**config.mk**
```make
export PLATFORM = sky130hd
export DESIGN_NAME = mem_ctrl_seq
export DESIGN_NICKNAME = d
export VERILOG_FILES = /design/src/rtl/mem_ctrl_seq.sv
export SDC_FILE = /design/constraint.sdc
export NUM_CORES = 1
export LEC_CHECK = 0
export BUFFER_PORTS_ARGS = -buffer_cell sky130_fd_sc_hd__buf_2
export CORE_MARGIN = 10
export CORE_UTILIZATION = 47
export DETAILED_ROUTE_END_ITERATION = 10
export GPL_ROUTABILITY_DRIVEN = 1
export PLACE_DENSITY = 0.9
export SYNTH_ARGS = -nofsm -noshare
export SYNTH_HDL_FRONTEND = slang
export SYNTH_SLANG_ARGS = --single-unit
```
**constraint.sdc**
```tcl
create_clock -name clk -period 5.3 [get_ports clk]
set_input_delay 0.265 -clock clk [delete_from_list [all_inputs] [get_ports clk]]
set_output_delay 0.265 -clock clk [all_outputs]
set_load 0.02 [all_outputs]
```
**src/rtl/mem_ctrl_seq.sv**
```systemverilog
// mem_ctrl_seq
// Hard-wired Moore control sequencer for the Mini SRC datapath.
// Covers ld, ldi, st, nop and halt. The unit fetches an instruction in
// F0..F2, decodes the opcode on the clock edge that leaves F2, and then
// steps through the execute states of that instruction. It issues one
// control word per clock.
//
// Every control output is decoded from the state register alone. An
// asynchronous clear therefore forces all outputs low in the same cycle,
// and a store that is in progress cannot complete its write.
//
// The opcode is decoded from IR_Data while the state is F2. The MDR drives
// the bus and loads the IR during F2, so the datapath must present the
// fetched word on IR_Data in that cycle: either through the bus value or
// through an IR register that is transparent on load.

module mem_ctrl_seq #(
  parameter logic [4:0] OP_LD   = 5'b00000,
  parameter logic [4:0] OP_LDI  = 5'b00001,
  parameter logic [4:0] OP_ST   = 5'b00010,
  parameter logic [4:0] OP_NOP  = 5'b11010,
  parameter logic [4:0] OP_HALT = 5'b11011,
  parameter logic [4:0] ALU_ADD = 5'b00011,
  parameter int         CNT_W   = 16
) (
  input  logic             clk,
  input  logic             clr,
  input  logic             run,
  input  logic [31:0]      IR_Data,
  output logic             PC_out,
  output logic             PC_in,
  output logic             IncPC,
  output logic             MAR_in,
  output logic             MDR_in,
  output logic             MDR_out,
  output logic             IR_in,
  output logic             Y_in,
  output logic             Z_in,
  output logic             Zlow_out,
  output logic             Read,
  output logic             Write,
  output logic             Gra,
  output logic             Grb,
  output logic             Rin,
  output logic             Rout,
  output logic             BAout,
  output logic             C_out,
  output logic [4:0]       alu_instruction_bits,
  output logic             halted,
  output logic             illegal,
  output logic [CNT_W-1:0] instr_count
);

  // State encoding
  localparam logic [4:0] S_IDLE = 5'd0;
  localparam logic [4:0] S_F0   = 5'd1;
  localparam logic [4:0] S_F1   = 5'd2;
  localparam logic [4:0] S_F2   = 5'd3;
  localparam logic [4:0] S_LD3  = 5'd4;
  localparam logic [4:0] S_LD4  = 5'd5;
  localparam logic [4:0] S_LD5  = 5'd6;
  localparam logic [4:0] S_LD6  = 5'd7;
  localparam logic [4:0] S_LD7  = 5'd8;
  localparam logic [4:0] S_LI3  = 5'd9;
  localparam logic [4:0] S_LI4  = 5'd10;
  localparam logic [4:0] S_LI5  = 5'd11;
  localparam logic [4:0] S_ST3  = 5'd12;
  localparam logic [4:0] S_ST4  = 5'd13;
  localparam logic [4:0] S_ST5  = 5'd14;
  localparam logic [4:0] S_ST6  = 5'd15;
  localparam logic [4:0] S_HALT = 5'd16;
  localparam logic [4:0] S_ERR  = 5'd17;

  logic [4:0]       r_state;
  logic [4:0]       w_state_next;
  logic [4:0]       w_opcode;
  logic [4:0]       w_boundary_state;
  logic             w_retire;
  logic [CNT_W-1:0] r_count;
  logic             w_unused_ir;

  assign w_opcode    = IR_Data[31:27];
  assign w_unused_ir = ^IR_Data[26:0];

  // State to enter when an instruction finishes; run is only sampled here and in IDLE
  assign w_boundary_state = run ? S_F0 : S_IDLE;

  // An instruction retires when leaving LD7/LI5/ST6, or when a nop is decoded in F2
  always_comb begin
    w_retire = 1'b0;
    case (r_state)
      S_LD7, S_LI5, S_ST6: w_retire = 1'b1;
      S_F2:                w_retire = (w_opcode == OP_NOP);
      default:             w_retire = 1'b0;
    endcase
  end

  // Next-state logic: fetch, decode, per-instruction execute chains, sticky HALT/ERR
  always_comb begin
    w_state_next = r_state;
    case (r_state)
      S_IDLE: w_state_next = run ? S_F0 : S_IDLE;
      S_F0:   w_state_next = S_F1;
      S_F1:   w_state_next = S_F2;
      S_F2: begin
        if (w_opcode == OP_LD)        w_state_next = S_LD3;
        else if (w_opcode == OP_LDI)  w_state_next = S_LI3;
        else if (w_opcode == OP_ST)   w_state_next = S_ST3;
        else if (w_opcode == OP_NOP)  w_state_next = w_boundary_state;
        else if (w_opcode == OP_HALT) w_state_next = S_HALT;
        else                          w_state_next = S_ERR;
      end
      S_LD3:  w_state_next = S_LD4;
      S_LD4:  w_state_next = S_LD5;
      S_LD5:  w_state_next = S_LD6;
      S_LD6:  w_state_next = S_LD7;
      S_LD7:  w_state_next = w_boundary_state;
      S_LI3:  w_state_next = S_LI4;
      S_LI4:  w_state_next = S_LI5;
      S_LI5:  w_state_next = w_boundary_state;
      S_ST3:  w_state_next = S_ST4;
      S_ST4:  w_state_next = S_ST5;
      S_ST5:  w_state_next = S_ST6;
      S_ST6:  w_state_next = w_boundary_state;
      S_HALT: w_state_next = S_HALT;
      S_ERR:  w_state_next = S_ERR;
      // Unused encodings are treated as a fault and parked in ERR
      default: w_state_next = S_ERR;
    endcase
  end

  // State register with asynchronous clear
  always_ff @(posedge clk or posedge clr) begin
    if (clr) r_state <= S_IDLE;
    else     r_state <= w_state_next;
  end

  // Retired-instruction counter; wraps naturally at 2^CNT_W
  always_ff @(posedge clk or posedge clr) begin
    if (clr)           r_count <= '0;
    else if (w_retire) r_count <= r_count + 1'b1;
  end

  assign instr_count = r_count;

  // Moore output decode: one control word per state, all zero by default
  always_comb begin
    PC_out               = 1'b0;
    PC_in                = 1'b0;
    IncPC                = 1'b0;
    MAR_in               = 1'b0;
    MDR_in               = 1'b0;
    MDR_out              = 1'b0;
    IR_in                = 1'b0;
    Y_in                 = 1'b0;
    Z_in                 = 1'b0;
    Zlow_out             = 1'b0;
    Read                 = 1'b0;
    Write                = 1'b0;
    Gra                  = 1'b0;
    Grb                  = 1'b0;
    Rin                  = 1'b0;
    Rout                 = 1'b0;
    BAout                = 1'b0;
    C_out                = 1'b0;
    alu_instruction_bits = 5'b00000;
    halted               = 1'b0;
    illegal              = 1'b0;
    case (r_state)
      S_F0: begin
        PC_out = 1'b1;
        MAR_in = 1'b1;
        IncPC  = 1'b1;
        Z_in   = 1'b1;
      end
      S_F1: begin
        Zlow_out = 1'b1;
        PC_in    = 1'b1;
        Read     = 1'b1;
        MDR_in   = 1'b1;
      end
      S_F2: begin
        MDR_out = 1'b1;
        IR_in   = 1'b1;
      end
      // Base-address step shared by ld/ldi/st: Y <= (Rb or 0)
      S_LD3, S_LI3, S_ST3: begin
        Grb   = 1'b1;
        BAout = 1'b1;
        Y_in  = 1'b1;
      end
      // Effective-address add shared by ld/ldi/st: Z <= Y + sext(C)
      S_LD4, S_LI4, S_ST4: begin
        C_out                = 1'b1;
        alu_instruction_bits = ALU_ADD;
        Z_in                 = 1'b1;
      end
      S_LD5, S_ST5: begin
        Zlow_out = 1'b1;
        MAR_in   = 1'b1;
      end
      S_LD6: begin
        Read   = 1'b1;
        MDR_in = 1'b1;
      end
      S_LD7: begin
        MDR_out = 1'b1;
        Gra     = 1'b1;
        Rin     = 1'b1;
      end
      S_LI5: begin
        Zlow_out = 1'b1;
        Gra      = 1'b1;
        Rin      = 1'b1;
      end
      S_ST6: begin
        Gra    = 1'b1;
        Rout   = 1'b1;
        MDR_in = 1'b1;
        Write  = 1'b1;
      end
      S_HALT: halted  = 1'b1;
      S_ERR:  illegal = 1'b1;
      default: begin
        halted = 1'b0;
      end
    endcase
  end

endmodule

```
==> results.py, run 1 <==
metrics = {
    "die": {
        "io_pins": 76,
        "core_area_mm2": 0.002734,
        "chipWidth_um": 73.42,
        "dieArea_mm2": 0.005391,
        "core.rowCount": 19,
        "chipHeight_um": 73.42,
        "start_util_pct": 49.06,
    },
    "clocking": {
        "cts_sinks": 21,
        "clk_path_buf_depth": 2,
        "post_cts_resized": 0,
        "cts_root_buffer": "clkbuf_4",
        "htree_levels": 1,
        "cts_hold_repair.buffers": 0,
        "cts_tree": "yes",
        "postCtsSetupBuffers": 0,
        "clock_latency_ns": 0.29,
        "clkTransAtPathRegs_ns": 0.11,
        "cts_inserted_buffers": 3,
    },
    "synthesis": {
        "netlist_top_cells_count": "22 x nand2_1, 21 x dfrtp_1, 12 x nor2_1",
        "synth.top_cell.area_share_pct": 39.18,
        "ys_seq_area_share_pct": 39.18,
        "synth_area_mm2": 0.001341,
        "postSynthCellCount": 155,
        "synth.most_common_cell": "nand2_1",
        "synth_area_leader_cell": "dfrtp_1",
        "ys_seq_elements": 21,
        "synth_edf_count": 0,
        "ys_dominant_reg_cell": "dfrtp_1",
        "synth_cell_types": 38,
        "yosysWarnings": 0,
        "synth.avg_cell_area_um2": 8.653,
        "yosys-top-cells-area": "dfrtp_1 39%, xor2_1 7.2%, nand2_1 6.2%",
        "postSynth.asyncResetShare_pct": 100.0,
    },
    "worst_setup_path": {
        "start_kind": "flop",
        "cp_slowest_cell": "dfrtp_1",
        "critPathRequiredTime_ns": 5.52,
        "cp_max_fo": 16,
        "end_kind": "flop",
        "worstSetupPathType": "reg2reg",
        "cp.arrival_ns": 2.49,
        "path_cells": "or3_4 > or4_1 > and2_4 > nor4b_1 > xor2_1",
        "max_stage_delay_ns": 0.56,
    },
    "sta": {
        "slew_viol_final": 0,
        "rsz0062_at_grt": "false",
        "post-route-min-period_ns": 2.267,
        "setup-tns-final_ns": 0,
        "period_share_pct": 42.78,
        "max_slew.worst_pin.slew_ns": 0.7722,
        "hold_violations": 0,
        "setup_viol_count_final": 0,
        "slew_headroom_pct": 48.47,
        "fmax_ghz": 0.4411,
        "finClkSkew_ns": 0.003109,
    },
    "routing": {
        "avgRoutedWirePerCell_um": 13.32,
        "drt_iter0_markers": 82,
        "vias": 1158,
        "routed_wl_mm": 2.957,
        "first_pass_iters": 4,
        "viasPerCell": 5.216,
        "drc": 0,
        "antenna_left": 0,
    },
    "placed_design": {
        "port_buffers": 45,
        "hpwl_mm": 2.327,
        "place.gp.congestion": 0.8291,
    },
    "grt": {
        "grt_max_degree": 22,
        "overflow": 0,
        "antenna_found_initial": 0,
        "grt_util_all_layers_pct": 10.65,
        "grt_first_pass_wirelength_mm": 4.809,
        "grt_pass1_vias": 1085,
    },
    "power": {
        "total_leakage_power_nw": 0.7213,
        "max-vdd-ir-drop_uv": 173.7,
        "cellPowerDensity_mw_per_mm2": 224.6,
    },
    "cells_and_area": {
        "diodes": 0,
        "nFillCells": 258,
        "nets": 228,
        "final_util_pct": 56.38,
        "drive_gt1_share_pct": 27.75,
        "seq_area_um2": 525.5,
        "multiInputGateArea_um2": 714.4,
        "area_delta_synth_final_pct": 14.93,
    },
    "job": {
        "max_cap_viol_count": 0,
    },
    "status": {
        "status": "finished, final reports clean",
    },
    "min_path": {
        "min_path_type": "in2async",
    },
}
## cells by family after synthesis
family | share of synthesized area (%)
multiplexers | 2.239
flip-flops | 39.18
XOR/XNOR | 11.75
AO/OA/AOI/OAI | 7.183
buffers and inverters | 8.115
adder cells (fa/ha/maj) | 0.9327
AND/OR/NAND/NOR | 30.32
other | 0.2796
## layout by cell type, fill, tap and decap left out
cell type	Yosys	routed
a211o_1	1	1
a21oi_1	6	6
a22oi_1	1	1
a31oi_1	1	1
a41oi_1	1	1
and2_1	1	1
and2_4	1	1
and2b_1	1	1
and3_1	1	1
buf_2	0	45
clkbuf_1	4	1
clkbuf_4	0	3
conb_1	1	3
dfrtp_1	21	21
ha_1	1	1
inv_1	3	3
mux2i_1	3	3
nand2_1	22	22
nand2b_1	4	4
nand3_1	4	4
nand4_1	5	5
nand4b_1	1	1
nor2_1	12	12
nor2b_1	4	4
nor3_1	8	8
nor3b_1	2	2
nor4_1	4	4
nor4_2	1	1
nor4b_1	1	1
o21ai_0	3	3
o21bai_1	1	1
o22ai_1	2	2
or2_2	2	2
or3_4	1	1
or4_1	2	2
xnor2_1	7	7
xor2_1	11	11
## final timing paths
| check | from | to | slack, ns | cells after the start |
|---|---|---|---|---|
| min | clr | instr_count[1]$_DFFE_PP0P_ | 0.09 | 2 |
| min in group clk | IR_Data[27] | r_state[2]$_DFF_PP0_ | 0.24 | 2 |
| min reg2reg | instr_count[15]$_DFFE_PP0P_ | instr_count[15]$_DFFE_PP0P_ | 0.47 | 1 |
| max reg2reg | r_state[4]$_DFF_PP0_ | instr_count[8]$_DFFE_PP0P_ | 3.03 | 5 |
| max | r_state[4]$_DFF_PP0_ | instr_count[8]$_DFFE_PP0P_ | 3.03 | 5 |
| max in group asynchronous | clr | instr_count[5]$_DFFE_PP0P_ | 4.73 | 2 |
## power breakdown
group	switching (mW)	internal, mW	total [mW]	leakage [nW]
logic	0.0519	0.0346	0.0865	0.461
registers	0.0202	0.165	0.185	0.245
clock network	0.0450	0.0293	0.0743	0.0150
total	0.117	0.229	0.346	0.721
## flip-flops by register name (all words and copies together), names as in the netlist
| signal | cells |
|---|---|
| r_state | 5 |
| instr_count | 16 |
## stage by stage
step           worst slack, ns  power, mW  std cells  hold WS [ns]  instance area (um^2)
2_1_floorplan            3.245     0.2542        157        0.2415                  1349
3_3_place_gp             3.071     0.2733        218        0.4324                  1515
3_5_place_dp             3.057     0.2753        218        0.4375                  1515
4_1_cts                  3.022     0.3500        222        0.1027                  1541
5_1_grt                  2.872     0.3661        222        0.1327                  1541
6_report                 3.033     0.3462        222       0.08738                  1541
## worst max-delay path: cells and delay by family (launching register included)
kind,cells,cell delay (ns)
xor gates and xnor gates,1,0.18
and+or+nand+nor,4,1.46
DFF,1,0.56
## cell type report
| type | count | share of cell area [%] |
|---|---|---|
| clock buffers | 4 | 1.705 |
| multi-input cells | 118 | 46.35 |
| repair buffers | 45 | 14.61 |
| inverters | 3 | 0.7305 |
| well taps | 31 | 2.516 |
| flip-flops and latches | 21 | 34.09 |
## per-layer routing
metal	global-route usage, %	up-vias	wire length [um]
met5	0	-	0
met4	4.348	0	22
met3	2.019	2	133
met2	18.72	26	1483
met1	12.28	531	1318
li1	-	599	-
Power figures use the tool's default switching activity.
==> inputs of run 2 (changes only) <==
- CORE_UTILIZATION: 47 -> 44
- PLACE_DENSITY: 0.9 -> 0.85
- clock period: 5.3 -> 2.1 ns (I/O delays scaled with it)
==> run 2 against run 1 <==
Against the previous run: non-clock buffer count up 7; core utilization rose by 2.6 points; design area is 8.2% higher; sequential share of layout area down 2.6 points; power increased to 2.6 times the previous value; maximum frequency rose by 12%; setup slack worse by 3.0 ns; register-to-register slack got worse by 3.0 ns; count of clock-buffer cells in the layout decreased by 1.
==> results.py, run 2 (synthesis gave the netlist of run 1 again) <==
metrics = {
    "status": {
        "status": "finished, final reports clean",
    },
    "min_path": {
        "holdPathStages": 2,
        "min_path_type": "in2reg",
        "hp-start": "IR_Data[27]",
        "worstHoldEndpoint": "r_state[2]$_DFF_PP0_",
    },
    "clocking": {
        "cts_inserted_buffers": 3,
        "cts_root_buffer": "clkbuf_4",
        "clkTransAtPathRegs_ns": 0.12,
        "cts_sinks": 21,
        "cts_tree": "yes",
        "clock_latency_ns": 0.31,
        "clk_path_buf_depth": 2,
        "htree_levels": 1,
    },
    "sta": {
        "fmax_ghz": 0.4946,
        "hold_violations": 0,
        "setup_ws_ns": 0.07833,
        "post-route-min-period_ns": 2.022,
        "slew_viol_final": 0,
        "slew_headroom_pct": 49.45,
        "finClkSkew_ns": 0.01419,
        "setup_viol_count_final": 0,
        "period_share_pct": 96.27,
        "setup-tns-final_ns": 0,
        "max_slew.worst_pin.slew_ns": 0.7574,
    },
    "routing": {
        "viasPerCell": 5.396,
        "avgRoutedWirePerCell_um": 14.83,
        "drt_iter0_markers": 85,
        "first_pass_iters": 4,
        "vias": 1241,
        "antenna_left": 0,
        "routed_wl_mm": 3.412,
        "drc": 0,
    },
    "placed_design": {
        "port_buffers": 45,
        "place.gp.congestion": 0.7723,
        "hpwl_mm": 2.495,
        "post-place-ws_ns": -0.01629,
    },
    "die": {
        "io_pins": 76,
        "dieArea_mm2": 0.005657,
        "core_area_mm2": 0.002829,
        "core.rowCount": 19,
        "start_util_pct": 47.41,
        "chipHeight_um": 75.21,
        "chipWidth_um": 75.21,
    },
    "power": {
        "max-vdd-ir-drop_uv": 266.8,
        "internal_power_uw": 594.1,
        "pwr-share-seq_pct": 46.9,
        "total_leakage_power_nw": 0.8184,
        "switchingPower_uw": 311.8,
        "p_total_uw": 905.9,
        "cellPowerDensity_mw_per_mm2": 543.2,
        "swShare_pct": 34.42,
        "share_comb_of_total_power_pct": 31.6,
        "clockPowerShare_pct": 21.6,
    },
    "cells_and_area": {
        "largest_reg_flops": 16,
        "nets": 236,
        "diodes": 0,
        "area_delta_synth_final_pct": 24.35,
        "layout_commonest_cell": "buf_2",
        "layout.cells.most_common_list": "45 x buf_2, 22 x nand2_1, 21 x dfrtp_1",
        "drive_gt1_share_pct": 33.67,
        "nFillCells": 233,
    },
    "worst_setup_path": {
        "start_kind": "flop",
        "cp_slowest_cell": "or4_4",
        "rr_worst_depth": 5,
        "cp.arrival_ns": 2.27,
        "critPathRequiredTime_ns": 2.35,
        "max_stage_delay_ns": 0.46,
        "cp_max_fo": 5,
        "worstSetupPathType": "reg2reg",
        "end_kind": "flop",
        "rrSetupSlack_ns": 0.08,
        "r2r_end": "instr_count[10]$_DFFE_PP0P_",
        "path_cells": "or3_4 > or4_4 > and2_4 > nor4_2 > xor2_1",
        "timing.rr.start": "r_state[3]$_DFF_PP0_",
    },
    "grt": {
        "antenna_found_initial": 0,
        "grt_max_degree": 22,
        "grt_pass1_vias": 1174,
        "grt_first_pass_wirelength_mm": 5.244,
        "overflow": 0,
        "grt_util_all_layers_pct": 11.47,
    },
    "job": {
        "max_cap_viol_count": 0,
    },
}
[run 2: changes by cell type in the layout (fill, tap and decap cells not counted), sizes merged]
cell	before	now
and2	2	3
buf	45	51
clkbuf	4	3
clkinv	0	1
dlygate4sd3	0	1
[run 2: what timing repair did]
action	4_1_cts	5_1_grt
gates cloned	0	1
endpoints found under the hold margin	21	0
resized for setup	0	10
endpoints found under the setup margin	2	6
hold buffers	1	0
buffers inserted	0	1
[run 2: area by class of cell]
class                      instances  area [um^2]  area share [%]
inverter                           3        11.26          0.6752
tap                               31        38.79           2.326
multi-input combinational        119        784.5           47.04
clock inverter                     1        5.005          0.3001
sequential                        21        525.5           31.51
timing repair buffer              52        280.3           16.80
clock buffer                       3        22.52           1.350
[run 2: metal layers]
metal	vias up	routed length (um)	GRT usage, %
met5	-	0	0
li1	611	-	-
met3	6	174	2.760
met2	39	1767	19.62
met1	585	1414	13.44
met4	0	55	4.742
[run 2: how the worst max path moves through the flow]
stage	start	to	slack, ns	cells after the start
detailed placement	r_state[3]$_DFF_PP0_	instr_count[14]$_DFFE_PP0P_	-0.02	5
global placement	r_state[3]$_DFF_PP0_	instr_count[8]$_DFFE_PP0P_	0.07	5
global route	r_state[3]$_DFF_PP0_	instr_count[15]$_DFFE_PP0P_	-0.03	5
finish	r_state[3]$_DFF_PP0_	instr_count[10]$_DFFE_PP0P_	0.08	5
floorplan	r_state[4]$_DFF_PP0_	instr_count[9]$_DFFE_PP0P_	0.08	6
CTS	r_state[3]$_DFF_PP0_	instr_count[14]$_DFFE_PP0P_	-0.03	5
[run 2: power by group through the flow]
stage	combinational, mW	sequential (mW)	clock [mW]
6_report	0.286	0.425	0.196
2_1_floorplan	0.202	0.440	0
3_5_place_dp	0.285	0.432	0
4_1_cts	0.287	0.424	0.196
3_3_place_gp	0.279	0.432	0
5_1_grt	0.320	0.425	0.218
[run 2: metrics by stage]
step / instances / util, % / instance area [um^2] / hold WS, ns
detailed placement: 223 / 54.89 / 1553 / 0.2842
global placement: 223 / 54.89 / 1553 / 0.2800
finish: 230 / 58.96 / 1668 / 0.07562
global route: 230 / 58.96 / 1668 / 0.08028
CTS: 228 / 56.21 / 1590 / 0.07580
floorplan: 157 / - / 1349 / 0.08153
[run 2: worst max-delay path, delay by kind of cell, from the launching register on]
family / cells / cell delay (ns)
xor+xnor: 1 / 0.17
simple gates: 4 / 1.40
flops: 1 / 0.40
